===== config.mk =====
export PLATFORM = sky130hd
export DESIGN_NAME = spi_rx_wide
export DESIGN_NICKNAME = d
export VERILOG_FILES = /design/src/rtl/spi_rx_pkg.sv /design/src/rtl/spi_rx_fifo.sv /design/src/rtl/spi_rx_wide.sv
export SDC_FILE = /design/constraint.sdc
export NUM_CORES = 1
export LEC_CHECK = 0
export BUFFER_PORTS_ARGS = -buffer_cell sky130_fd_sc_hd__buf_2
export CORE_AREA = 2 2 104 106
export CTS_BUF_LIST = sky130_fd_sc_hd__clkbuf_2
export DETAILED_ROUTE_END_ITERATION = 10
export DIE_AREA = 0 0 106 108
export GPL_TIMING_DRIVEN = 0
export PLACE_DENSITY_LB_ADDON = 0.15
export SETUP_SLACK_MARGIN = 0.4
export SYNTH_ARGS = -nofsm -noshare
export SYNTH_HDL_FRONTEND = slang
export SYNTH_SLANG_ARGS = --single-unit

===== constraint.sdc =====
create_clock -name clk -period 6 [get_ports clk]
set_clock_uncertainty 0.05 [all_clocks]
set_input_delay 1.2 -clock clk [delete_from_list [all_inputs] [get_ports clk]]
set_output_delay 1.2 -clock clk [all_outputs]
set_load 0.01 [all_outputs]

===== src/rtl/spi_rx_pkg.sv =====
// Shared constants and width helpers for the wide serial receiver.
package spi_rx_pkg;

    localparam int BIT_LSB_FIRST = 0;
    localparam int BIT_MSB_FIRST = 1;

    // Index width for a counter/pointer over n positions (at least 1 bit).
    function automatic int idx_w(input int n);
        return (n <= 2) ? 1 : $clog2(n);
    endfunction

    // Occupancy width able to hold 0..depth inclusive.
    function automatic int lvl_w(input int depth);
        return $clog2(depth) + 1;
    endfunction

endpackage


===== src/rtl/spi_rx_fifo.sv =====
// First-word fall-through FIFO; head reads as 0 while empty.
module spi_rx_fifo
    import spi_rx_pkg::*;
#(
    parameter int WIDTH = 8,
    parameter int DEPTH = 4
) (
    input  logic                       clk,
    input  logic                       rst_b,
    input  logic                       push,
    input  logic [WIDTH-1:0]           din,
    input  logic                       pop,
    output logic [WIDTH-1:0]           dout,
    output logic                       empty,
    output logic                       full,
    output logic [lvl_w(DEPTH)-1:0]    lvl
);

    localparam int AW = idx_w(DEPTH);
    localparam int LW = lvl_w(DEPTH);

    logic [DEPTH-1:0][WIDTH-1:0] mem_q, mem_d;
    logic [AW-1:0]               wr_ptr_q, wr_ptr_d;
    logic [AW-1:0]               rd_ptr_q, rd_ptr_d;
    logic [LW-1:0]               lvl_q, lvl_d;
    logic                        push_ok, pop_ok;

    assign empty = (lvl_q == '0);
    assign full  = (lvl_q == LW'(DEPTH));
    assign lvl   = lvl_q;
    assign dout  = empty ? '0 : mem_q[rd_ptr_q];

    // A push into a full FIFO only lands if a pop frees the head slot on the same edge.
    assign push_ok = push && (!full || pop);
    assign pop_ok  = pop && !empty;

    always_comb begin
        mem_d    = mem_q;
        wr_ptr_d = wr_ptr_q;
        rd_ptr_d = rd_ptr_q;
        lvl_d    = lvl_q;
        if (push_ok) begin
            mem_d[wr_ptr_q] = din;
            wr_ptr_d        = wr_ptr_q + 1'b1;
        end
        if (pop_ok) begin
            rd_ptr_d = rd_ptr_q + 1'b1;
        end
        case ({push_ok, pop_ok})
            2'b10:   lvl_d = lvl_q + 1'b1;
            2'b01:   lvl_d = lvl_q - 1'b1;
            default: lvl_d = lvl_q;
        endcase
    end

    always_ff @(posedge clk or negedge rst_b) begin
        if (!rst_b) begin
            mem_q    <= '0;
            wr_ptr_q <= '0;
            rd_ptr_q <= '0;
            lvl_q    <= '0;
        end else begin
            mem_q    <= mem_d;
            wr_ptr_q <= wr_ptr_d;
            rd_ptr_q <= rd_ptr_d;
            lvl_q    <= lvl_d;
        end
    end

endmodule


===== src/rtl/spi_rx_wide.sv =====
// Serial-to-parallel receiver: assembles WIDTH qualified bits into a word,
// publishes it with a one-cycle strobe and queues it in a small FWFT FIFO.
module spi_rx_wide
    import spi_rx_pkg::*;
#(
    parameter int WIDTH     = 8,
    parameter int MSB_FIRST = BIT_LSB_FIRST,
    parameter int DEPTH     = 4
) (
    input  logic                       clk,
    input  logic                       rst_b,
    input  logic                       bit_in,
    input  logic                       bit_vld,
    input  logic                       flush,
    output logic [WIDTH-1:0]           word,
    output logic                       word_vld,
    input  logic                       fifo_rd,
    output logic [WIDTH-1:0]           fifo_dout,
    output logic                       fifo_empty,
    output logic                       fifo_full,
    output logic [lvl_w(DEPTH)-1:0]    fifo_lvl,
    output logic                       ovf
);

    localparam int CW = idx_w(WIDTH);

    logic [CW-1:0]    cnt_q, cnt_d;
    logic [WIDTH-1:0] sr_q, sr_d;
    logic [WIDTH-1:0] word_q, word_d;
    logic             word_vld_q, word_vld_d;
    logic             ovf_q, ovf_d;
    logic             accept, done;
    logic [CW-1:0]    pos;

    // flush outranks bit_vld, so a flushed cycle can never complete a word.
    assign accept = bit_vld && !flush;
    assign done   = accept && (cnt_q == CW'(WIDTH - 1));
    assign pos    = (MSB_FIRST == BIT_MSB_FIRST) ? (CW'(WIDTH - 1) - cnt_q) : cnt_q;

    always_comb begin
        cnt_d      = cnt_q;
        sr_d       = sr_q;
        word_d     = word_q;
        word_vld_d = 1'b0;
        ovf_d      = ovf_q;
        if (flush) begin
            cnt_d = '0;
            sr_d  = '0;
        end else if (accept) begin
            sr_d[pos] = bit_in;
            if (done) begin
                word_d     = sr_d;
                word_vld_d = 1'b1;
                cnt_d      = '0;
                sr_d       = '0;
                if (fifo_full && !fifo_rd) ovf_d = 1'b1;
            end else begin
                cnt_d = cnt_q + 1'b1;
            end
        end
    end

    always_ff @(posedge clk or negedge rst_b) begin
        if (!rst_b) begin
            cnt_q      <= '0;
            sr_q       <= '0;
            word_q     <= '0;
            word_vld_q <= 1'b0;
            ovf_q      <= 1'b0;
        end else begin
            cnt_q      <= cnt_d;
            sr_q       <= sr_d;
            word_q     <= word_d;
            word_vld_q <= word_vld_d;
            ovf_q      <= ovf_d;
        end
    end

    assign word     = word_q;
    assign word_vld = word_vld_q;
    assign ovf      = ovf_q;

    spi_rx_fifo #(
        .WIDTH (WIDTH),
        .DEPTH (DEPTH)
    ) u_fifo (
        .clk   (clk),
        .rst_b (rst_b),
        .push  (done),
        .din   (word_d),
        .pop   (fifo_rd),
        .dout  (fifo_dout),
        .empty (fifo_empty),
        .full  (fifo_full),
        .lvl   (fifo_lvl)
    );

endmodule


==> summary.txt, run 1 <==
Drt
  – Average wire per standard cell: 15.9 um
  – Wire length on met2: 2910 um
  – Number of vias per cell: around 4.6
  – TritonRoute pass-1 iters: 4
  – Number of remaining DRC errors: 0
  – Vias post-DR: 1841
  – Number of violations reported at the end of detailed-routing iteration 0: 67
  – Highest metal layer with signal wires: met4
  – Total length of routed wires: 6360 um
  – Post-detailed-route count of antenna-violating nets: 0
  – DRT met1 WL: between 3000 and 4000 um
  – Sum of met3 wire segment lengths after detailed routing: 126 um

Floorplanning
  – Floorplan die height: between 100 and 150 um
  – Number of cell rows: 37
  – Horizontal extent of the die: 106 um
  – Starting density of the core: between 20% and 30%
  – Ports placed on the boundary: 29
  – Area of the die: 11400 sq um
  – Total core area: roughly 10000 sq um

GRT
  – GRT Util Overall: ~13%
  – Global route total overflow: 0
  – Antenna violations before repair: 0
  – Global-route wire length before repair: 10700 um
  – Largest net degree at the start of global routing: 61
  – Vias in the first global route: 2002

Power and ir drop
  – Final Total Pwr: 971 uW
  – Power density cells: 280 nW/um^2
  – Static leakage power: 0.00169 uW
  – Worst voltage drop across the vdd grid: 126 uV

Final layout
  – Layout net count: 273
  – Fraction of final layout cells sized beyond drive strength 1: 41.3%
  – Diode count: 0
  – Number of cells in the finished layout apart from fillers: 400
  – Finished Cell Area: about 3500 sq um
  – Signed area change from the synthesized netlist to the final layout: 15.3%

Worst setup path
  – Critical path data required time: 4.75 ns
  – Worst setup SP type: register
  – Worst setup path category: reg -> out
  – End point of the critical path: fifo_dout[0]
  – Worst setup path startpoint: u_fifo.rd_ptr_q[1]
  – Path depth of the worst reg2reg path: 9
  – Worst reg2reg endpoint: u_fifo.lvl[2]
  – Worst-path maximum fanout: 9
  – Reg-to-Reg Start: u_fifo.lvl[0]
  – Setup slack of the most critical reg-to-reg path: 3.41 ns
  – Data arrival at the endpoint of the critical path: 2.09 ns
  – Sort of element at the end of the critical path: output pin

Clock tree
  – Maximum level of the CTS H-tree: 3
  – CTS tree: yes
  – Clock Pin Slew Worst Setup and Hold Paths: 0.20 ns
  – CTS Buf Count: 9
  – Number of instances resized during post-cts repair: 0
  – Clock latency of the later-clocked register in the worst-skew pair: 0.50 ns
  – Hold-fix buffers at CTS: 0
  – Longest Clk Path Bufs: 2
  – Count of clock tree sinks: 60
  – Postcts setup bufs: 0
  – Clock root buffer master: clkbuf_2

Synthesis
  – Area share of fa/ha/maj cells after synthesis: 3.57%
  – Post-Synth Simple-Gate Area: between 10% and 20%
  – Synth area leader: dfrtp_1
  – Number of standard cells after synthesis: 221
  – Sequential fraction of the synthesis area: approximately half
  – Number of flops mapped to enable cells by yosys: 0
  – Async set-reset flop share out of synthesis: 100%
  – Net count after synthesis: approximately 240
  – Complex-gate fraction of the synthesized area: 4.61%
  – Summed instance area of the synthesized netlist: 3010 sq um
  – Synthesis-stage register bit count: 60
  – Most used DFF post-synth: dfrtp_1
  – Largest cells by area after synthesis: dfrtp_1 50%, mux2_2 18%, mux4_2 6.0%, nor2b_1 3.1%, ha_1 2.9%
  – Number of unique standard cell types used by synthesis: 34
  – Number of warnings printed during yosys synthesis: 0
  – Share of synthesized area spent on multiplexers: about a quarter
  – Mean Syn Cell Area: 13.6 sq um
  – Fraction of synthesized cell area taken by the top area cell type: ~50%
  – Area share of xor/xnor cells in the synthesized design: 1.75%
  – Combinational family with the most area after synthesis: multiplexers

Placed design
  – Final weighted congestion in routability-driven placement: 0.745
  – Half-perimeter wire length of the detailed placement result: 4190 um
  – Placed Cells: 384
  – I/O Buffers: 27
  – Instance area at placement: 3320 sq um

STA
  – Measured slew at the worst slew-check pin: 0.789 ns
  – Final setup violating endpoints: 0
  – Final critical path time including I/O delays and setup: about 3.3 ns
  – Slew Limit Fails: 0
  – Count of final hold-check violations: 0
  – Unrepaired setup endpoints after global routing: no
  – Final period util: 55.7%
  – Post-Route Setup TNS: 0 ns
  – Peak Freq: about 300 MHz
  – Worst-case hold slack: 0.447 ns
  – Headroom to the max-slew limit: 47.4%

Hold path
  – Hold/Removal Path Class: reg -> reg

Status
  – Status: finished clean

Run
  – Max Cap Violations: 0
power by group:
part           total (uW)  leakage [uW]  switching, uW  internal (uW)
Clock                 333     0.0000910            154            178
Combinational         193      0.000775            115           78.7
Sequential            445      0.000820           20.0            425
Total                 971       0.00169            289            682
metal layers:
metal / vias to the layer above / track usage [%]
met1: 936 / 17.0
met4: 0 / 6.20
met3: 11 / 2.17
met5: - / 0
met2: 24 / 19.4
li1: 870 / -
through the flow:
step / setup WS, ns / utilization, %
finish: 2.66 / 33.9
global route: 2.44 / 33.9
CTS: 2.59 / 33.9
detailed placement: 2.56 / 32.4
global placement: 2.56 / 32.4
floorplan: 2.93 / -
Yosys cell counts (2+ instances only):
cell type  count
nor3b_4        4
o21ai_0        4
o32ai_1        3
mux2_2        49
a21oi_1        2
and3_1         2
nand2_1        5
nor2b_1       15
xnor2_1        3
nand3_1        2
dfrtp_1       60
mux4_2         8
nand3b_1       4
nand2b_1       3
nor3_1         2
buf_6          2
xor2_1         3
nor3b_1        3
nor2_1         6
inv_1          8
a21boi_0       3
ha_1           7
mux2i_1        2
o2bb2ai_1      4
clkbuf_1       8
kinds of logic (layout without fill, tap and decap cells):
family | Yosys count | in the layout
fa+ha+maj | 8 | 8
flops | 60 | 60
buf+inv | 20 | 63
compound gates | 19 | 19
xor+xnor | 6 | 6
simple gates | 49 | 49
mux | 59 | 59
registers in the layout (all words and copies together) (netlist names):
| name | count |
|---|---|
| u_fifo.rd_ptr_q | 2 |
| cnt_q | 3 |
| u_fifo.lvl | 3 |
| word | 8 |
| word_vld | 1 |
| u_fifo.wr_ptr_q | 2 |
| sr_q | 8 |
| ovf | 1 |
| u_fifo.mem_q | 32 |
critical path, cell delays in order (launching register included):
cell      delay, ns
dfrtp_1        0.36
clkbuf_1       0.50
mux4_2         0.43
nor2b_1        0.14
buf_2          0.16
layout make-up:
cell class,instances,area (sq um)
repair buffers,27,138
fillers,1057,6760
plain buffers,11,57.6
well taps,136,170
clock buffers,10,50.0
multi-input cells,141,1420
clock inverters,6,103
inverters,9,33.8
flip-flops and latches,60,1500
placed cells by master (no fill, tap or decap), types with 6 or more instances in the layout:
cell / n
nor2b_1: 15
clkbuf_1: 8
dfrtp_1: 60
ha_1: 7
clkbuf_2: 10
mux2_2: 49
inv_1: 8
nor2_1: 6
mux4_2: 8
buf_2: 27
worst min-delay path by stage:
stage                                start                to  slack, ns  cells after the start
after floorplan           u_fifo.mem_q[16]  u_fifo.mem_q[16]       0.43                      1
after global placement                 ovf               ovf       0.41                      1
after detailed placement               ovf               ovf       0.41                      1
after CTS                              ovf               ovf       0.45                      1
after global routing                   ovf               ovf       0.48                      1
final                                  ovf               ovf       0.45                      1
Power figures use the tool's default switching activity.
==> run 2, diff against run 1 <==
--- a/config.mk
+++ b/config.mk
@@ -5,11 +5,12 @@
 export SDC_FILE = /design/constraint.sdc
 export NUM_CORES = 1
 export LEC_CHECK = 0
+export ABC_AREA = 1
 export BUFFER_PORTS_ARGS = -buffer_cell sky130_fd_sc_hd__buf_2
-export CORE_AREA = 2 2 104 106
+export CORE_AREA = 2 2 106 108
 export CTS_BUF_LIST = sky130_fd_sc_hd__clkbuf_2
 export DETAILED_ROUTE_END_ITERATION = 10
-export DIE_AREA = 0 0 106 108
+export DIE_AREA = 0 0 108 110
 export GPL_TIMING_DRIVEN = 0
 export PLACE_DENSITY_LB_ADDON = 0.15
 export SETUP_SLACK_MARGIN = 0.4
==> constraint.sdc (replaced) <==
create_clock -name clk -period 3.4 [get_ports clk]
set_clock_uncertainty 0.05 [all_clocks]
set_input_delay 0.68 -clock clk [delete_from_list [all_inputs] [get_ports clk]]
set_output_delay 0.68 -clock clk [all_outputs]
set_load 0.01 [all_outputs]
==> summary.txt, run 2 <==
Drt
  – Vias post-DR: 2508
  – Number of vias per cell: 4.53
  – Number of remaining DRC errors: 0
  – Number of violations reported at the end of detailed-routing iteration 0: 107
  – Total length of routed wires: between 7000 and 8000 um
  – Post-detailed-route count of antenna-violating nets: 0
  – TritonRoute pass-1 iters: 4
  – Average wire per standard cell: ~14 um

Clock tree
  – Count of clock tree sinks: 60
  – Postcts setup bufs: 0
  – Maximum level of the CTS H-tree: 3
  – Longest Clk Path Bufs: 2
  – CTS Buf Count: 9
  – Clock root buffer master: clkbuf_2
  – Number of instances resized during post-cts repair: 0
  – CTS tree: yes
  – Clock Pin Slew Worst Setup and Hold Paths: 0.18 ns
  – Hold-fix buffers at CTS: 0
  – Clock latency of the later-clocked register in the worst-skew pair: 0.46 ns

Synthesis
  – Mean Syn Cell Area: 8.45 sq um
  – Number of standard cells after synthesis: between 300 and 400
  – Dominant cell by count in the synthesized netlist: nand2_1
  – Fraction of synthesized cell area taken by the top area cell type: 47.9%
  – Number of warnings printed during yosys synthesis: 0
  – Post-synth top cells: 100 x nand2_1, 60 x dfrtp_1, 37 x nand3_1
  – Synth area leader: dfrtp_1
  – Largest cells by area after synthesis: dfrtp_1 48%, nand2_1 12%, nand3_1 5.9%, o21ai_0 4.8%, nor2_1 4.2%
  – Summed instance area of the synthesized netlist: roughly 3100 sq um
  – Synthesis-stage register bit count: 60
  – Most used DFF post-synth: dfrtp_1
  – Number of unique standard cell types used by synthesis: 33
  – Net count after synthesis: 385
  – Async set-reset flop share out of synthesis: 100%
  – Number of flops mapped to enable cells by yosys: 0
  – Sequential fraction of the synthesis area: 47.9%

Final layout
  – Commonest non-fill, non-tap cells in the layout: 100 x nand2_1, 60 x dfrtp_1, 37 x nand3_1
  – Most frequent standard cell in the layout excluding fill and tap cells: nand2_1
  – Multi-input combinational cell area: 1420 sq um
  – Layout net count: 423
  – Biggest register: u_fifo.mem_q
  – Area of all sequential standard cells: 1500 sq um
  – Number of filler cells placed in the layout: around 1200
  – Fraction of final layout cells sized beyond drive strength 1: 20.5%
  – Signed area change from the synthesized netlist to the final layout: 12.5%
  – Diode count: 0
  – Largest register FFs: 32

Power and ir drop
  – Power density cells: 501 nW/um^2
  – Final Total Pwr: roughly 1800 uW
  – Worst voltage drop across the vdd grid: 200 uV
  – Static leakage power: between 0.0015 and 0.002 uW

Worst setup path
  – Delay contributed by the slowest stage of the critical path: 0.39 ns
  – Data arrival at the endpoint of the critical path: a little under 2 ns
  – Worst-path maximum fanout: 10
  – Sort of element at the end of the critical path: output pin
  – Worst-path cell chain: buf_2 -> inv_2 -> clkbuf_2 -> o21ai_0 -> a21oi_1 -> buf_2
  – Setup slack of the most critical reg-to-reg path: 1.07 ns
  – Worst setup path category: reg -> out
  – Slowest cell on the critical path: dfrtp_1
  – Critical path data required time: 2.67 ns
  – Most used cell along the critical path: buf_2
  – Worst setup SP type: register

STA
  – Headroom to the max-slew limit: 46.4%
  – Count of final hold-check violations: 0
  – Measured slew at the worst slew-check pin: 0.804 ns
  – Final period util: 78.6%
  – Final critical path time including I/O delays and setup: about 2.7 ns
  – Post-Route Setup TNS: 0 ns
  – Worst setup slack after layout: 0.728 ns
  – Slew Limit Fails: 0
  – Unrepaired setup endpoints after global routing: no
  – Worst-case hold slack: 0.225 ns
  – Final setup violating endpoints: 0
  – Peak Freq: 374 MHz

GRT
  – GRT Util Overall: around 15%
  – Global-route wire length before repair: 13100 um
  – Antenna violations before repair: 0
  – Vias in the first global route: roughly 2600
  – Global route total overflow: 0
  – Largest net degree at the start of global routing: 61

Floorplanning
  – Number of cell rows: 38
  – Starting density of the core: between 20% and 30%
  – Area of the die: approximately 12000 sq um
  – Ports placed on the boundary: 29
  – Horizontal extent of the die: 108 um
  – Total core area: 10700 sq um
  – Floorplan die height: 110 um

Placed design
  – Final weighted congestion in routability-driven placement: 0.754
  – Half-perimeter wire length of the detailed placement result: 5490 um
  – Minimum setup slack after placement: approximately 1 ns
  – I/O Buffers: 27

Run
  – Max Cap Violations: 0

Status
  – Status: finished clean

Hold path
  – Hold/Removal Path Class: in -> async
run 2: cell types whose count changed after synthesis, moves of 7 or more:
cell	delta
a21oi_1	+7
nor2b_1	-15
or2_2	+7
mux2_2	-49
nand2_1	+95
nand3_1	+35
and2_1	+7
nor2_1	+29
mux4_2	-8
o21ai_0	+26
nand3_2	+8
inv_1	+18
run 2: stage by stage:
step	utilization (%)	instances	instance area (sq um)
after floorplan	-	371	3140
after global placement	32.2	538	3450
after detailed placement	32.2	538	3450
after CTS	33.0	554	3530
after global routing	33.0	554	3530
final	33.0	554	3530
run 2: area by class of cell:
cell class | instances | area share [%]
buffer | 11 | 1.99
clock buffer | 13 | 1.84
clock inverter | 3 | 0.390
inverter | 35 | 4.15
multi-input combinational | 265 | 40.2
sequential | 60 | 42.6
tap | 140 | 4.97
timing repair buffer | 27 | 3.90
run 2: path summary, 6_finish.rpt:
kind / start / endpoint / cells past startpoint
worst max-delay path: u_fifo.rd_ptr_q[0] / fifo_dout[4] / 6
worst min-delay path: rst_b / u_fifo.wr_ptr_q[0] / 1
worst max register to register: cnt_q[0] / u_fifo.lvl[2] / 11
worst min register to register: u_fifo.mem_q[12] / u_fifo.mem_q[12] / 2
max in group asynchronous: rst_b / sr_q[5] / 1
min in group clk: u_fifo.mem_q[12] / u_fifo.mem_q[12] / 2
run 2: kinds of logic (layout without fill, tap and decap cells):
kind of cell,after synthesis,in the layout,synth area share [%]
AO/OA/AOI/OAI,40,40,6.46
adder cells (fa/ha/maj),8,8,3.43
buffers and inverters,46,89,6.90
flip-flops,60,60,47.9
AND/OR/NAND/NOR,213,213,34.2
XOR/XNOR,4,4,1.12
run 2: worst max-delay path: cells and delay by family, from the launching register on:
kind            cells  cell delay, ns
flops               1            0.39
compound gates      2            0.32
buf+inv             4            0.76
run 2: metal layers:
layer  up-vias  track usage [%]  wire length (um)
met1      1196             17.9              3650
met4         0             3.66                79
li1       1269                -                 -
met5         -                0                 0
met2        37             25.7              3820
met3         6             3.76               254
run 2: where the power goes:
part / leakage, uW / internal (uW) / switching (uW) / total, uW
Clock: 0.0000634 / 105 / 256 / 361
Sequential: 0.000814 / 750 / 31.5 / 782
Combinational: 0.00104 / 225 / 398 / 623
==> run 3, diff against run 2 <==
--- a/config.mk
+++ b/config.mk
@@ -5,12 +5,12 @@
 export SDC_FILE = /design/constraint.sdc
 export NUM_CORES = 1
 export LEC_CHECK = 0
-export ABC_AREA = 1
+export ABC_AREA = 0
 export BUFFER_PORTS_ARGS = -buffer_cell sky130_fd_sc_hd__buf_2
-export CORE_AREA = 2 2 106 108
+export CORE_AREA = 2 2 104 106
 export CTS_BUF_LIST = sky130_fd_sc_hd__clkbuf_2
 export DETAILED_ROUTE_END_ITERATION = 10
-export DIE_AREA = 0 0 108 110
+export DIE_AREA = 0 0 106 108
 export GPL_TIMING_DRIVEN = 0
 export PLACE_DENSITY_LB_ADDON = 0.15
 export SETUP_SLACK_MARGIN = 0.4
==> constraint.sdc (replaced) <==
create_clock -name clk -period 2.45 [get_ports clk]
set_clock_uncertainty 0.05 [all_clocks]
set_input_delay 0.49 -clock clk [delete_from_list [all_inputs] [get_ports clk]]
set_output_delay 0.49 -clock clk [all_outputs]
set_load 0.01 [all_outputs]
==> summary.txt, run 3 (same netlist as run 1, synthesis figures left out) <==
Floorplanning
  – Horizontal extent of the die: around 110 um
  – Number of cell rows: 37
  – Ports placed on the boundary: 29
  – Area of the die: 11400 sq um
  – Starting density of the core: 29.4%
  – Total core area: just over 10000 sq um
  – Floorplan die height: 108 um

STA
  – Worst-case hold slack: ~0.031 ns
  – Count of final hold-check violations: 0
  – Final critical path time including I/O delays and setup: ~2.4 ns
  – Headroom to the max-slew limit: ~47%
  – Measured slew at the worst slew-check pin: 0.791 ns
  – Worst setup slack after layout: around 0.075 ns
  – Slew Limit Fails: 0
  – Final setup violating endpoints: 0
  – Peak Freq: 421 MHz
  – Unrepaired setup endpoints after global routing: yes
  – Final period util: 97.0%

Power and ir drop
  – Internal cell power: 1680 uW
  – Flop pwr share: 44.7%
  – Final Total Pwr: 2470 uW
  – Clock network power share: 23.3%
  – Static leakage power: between 0.0015 and 0.002 uW
  – Fraction of power spent switching nets: 32.1%
  – Power density cells: 648 nW/um^2
  – Switching power: approximately 790 uW
  – Worst voltage drop across the vdd grid: around 220 uV
  – Combinational share of power: 32.0%

Drt
  – Vias post-DR: between 1500 and 2000
  – Number of violations reported at the end of detailed-routing iteration 0: 53
  – Post-detailed-route count of antenna-violating nets: 0
  – Total length of routed wires: 6860 um
  – Number of remaining DRC errors: 0
  – Number of vias per cell: 4.60
  – Average wire per standard cell: ~16 um
  – TritonRoute pass-1 iters: 4

GRT
  – Global route total overflow: 0
  – Vias in the first global route: 2022
  – Largest net degree at the start of global routing: 61
  – GRT Util Overall: 13.3%
  – Antenna violations before repair: 0
  – Global-route wire length before repair: 11300 um

Clock tree
  – Longest Clk Path Bufs: 2
  – Clock latency of the later-clocked register in the worst-skew pair: between 0.4 and 0.5 ns
  – Maximum level of the CTS H-tree: 3
  – Clock Pin Slew Worst Setup and Hold Paths: 0.18 ns
  – CTS Buf Count: 9
  – Clock root buffer master: clkbuf_2
  – Count of clock tree sinks: 60
  – CTS tree: yes

Final layout
  – Number of cells in the finished layout apart from fillers: 418
  – Layout net count: 293
  – Commonest non-fill, non-tap cells in the layout: 56 x dfrtp_1, 48 x mux2_2, 19 x buf_2
  – Largest register FFs: 32
  – Fraction of final layout cells sized beyond drive strength 1: 53.5%
  – Area of all sequential standard cells: 1510 sq um
  – Number of filler cells placed in the layout: a little under 1000
  – Multi-input combinational cell area: 1520 sq um
  – Diode count: 0
  – Biggest register: u_fifo.mem_q
  – Final core utilization: between 30% and 40%
  – Signed area change from the synthesized netlist to the final layout: 26.8%
  – Most frequent standard cell in the layout excluding fill and tap cells: dfrtp_1

Placed design
  – I/O Buffers: 27
  – Half-perimeter wire length of the detailed placement result: between 4000 and 5000 um
  – Minimum setup slack after placement: -0.202 ns
  – Final weighted congestion in routability-driven placement: 0.699
  – Placed Cells: 384

Worst setup path
  – Worst setup path category: reg -> out
  – Slowest cell on the critical path: mux4_2
  – Data arrival at the endpoint of the critical path: ~1.8 ns
  – Worst Path Buf+Inv: 2
  – Worst-path cell chain: buf_12 -> mux4_2 -> nor2b_4 -> buf_6
  – Worst-path maximum fanout: 5
  – Crit-path leading delay family: multiplexers
  – Worst setup SP type: register
  – Sort of element at the end of the critical path: output pin
  – Critical path data required time: 1.91 ns
  – Delay contributed by the slowest stage of the critical path: around 0.52 ns

Hold path
  – Hold/Removal Path Class: in -> async

Status
  – Status: finished clean

Run
  – Max Cap Violations: 0
[run 3: cell count changes in the layout (fill, tap and decap cells not counted), moves of 8 or more]
cell	delta
nand2_1	-95
mux2_2	+48
nand3_1	-35
nor2_1	-30
o21ai_0	-26
inv_1	-22
buf_2	-13
buf_6	+13
nor2b_1	+10
buf_4	+9
mux4_2	+8
nand3_2	-8
[run 3: through the flow]
step | TNS (ns) | area (sq um)
2_1_floorplan | 0 | 3010
3_3_place_gp | -0.219 | 3320
3_5_place_dp | -0.202 | 3320
4_1_cts | 0 | 3650
5_1_grt | -0.273 | 3820
6_report | 0 | 3820
[run 3: power groups by stage]
stage / Sequential [uW] / Combinational, uW / Clock [uW]
2_1_floorplan: 1110 / 322 / 0
3_3_place_gp: 1110 / 484 / 0
3_5_place_dp: 1110 / 491 / 0
4_1_cts: 1090 / 675 / 613
5_1_grt: 1110 / 860 / 658
6_report: 1100 / 791 / 577
[run 3: path summary, 6_finish.rpt]
path                       cells after the start            end  slack [ns]                from
max                                            4   fifo_dout[7]        0.07  u_fifo.rd_ptr_q[0]
min                                            1        sr_q[7]        0.03               rst_b
max reg2reg                                   10  u_fifo.lvl[2]        0.36       u_fifo.lvl[0]
min reg2reg                                    1            ovf        0.44                 ovf
max in group asynchronous                      1  u_fifo.lvl[0]        1.77               rst_b
min in group clk                               2        sr_q[3]        0.23               flush
[run 3: routing by layer]
| metal | share of wire, % | routed length, um | vias up | global-route usage [%] |
|---|---|---|---|---|
| li1 | - | - | 904 | - |
| met1 | 50 | 3420 | 987 | 18.8 |
| met2 | 46 | 3170 | 26 | 19.4 |
| met3 | 2.9 | 199 | 7 | 2.71 |
| met4 | 1.0 | 69 | 0 | 6.20 |
| met5 | 0 | 0 | - | 0 |
[run 3: area by class of cell]
cell class / instances / area share [%]
multi-input cells: 141 / 39.8
inverters: 9 / 0.951
plain buffers: 11 / 2.06
clock inverters: 4 / 1.11
flip-flops and latches: 60 / 39.5
clock buffers: 10 / 1.31
well taps: 136 / 4.46
repair buffers: 47 / 10.9
[run 3: repair_timing]
item / in CTS / in global routing
buffers inserted: 15 / 3
resized for setup: 23 / 31
setup endpoints to repair: 43 / 45
cloned: 1 / 1
pin swaps: 10 / 7
hold buffers: 0 / 0
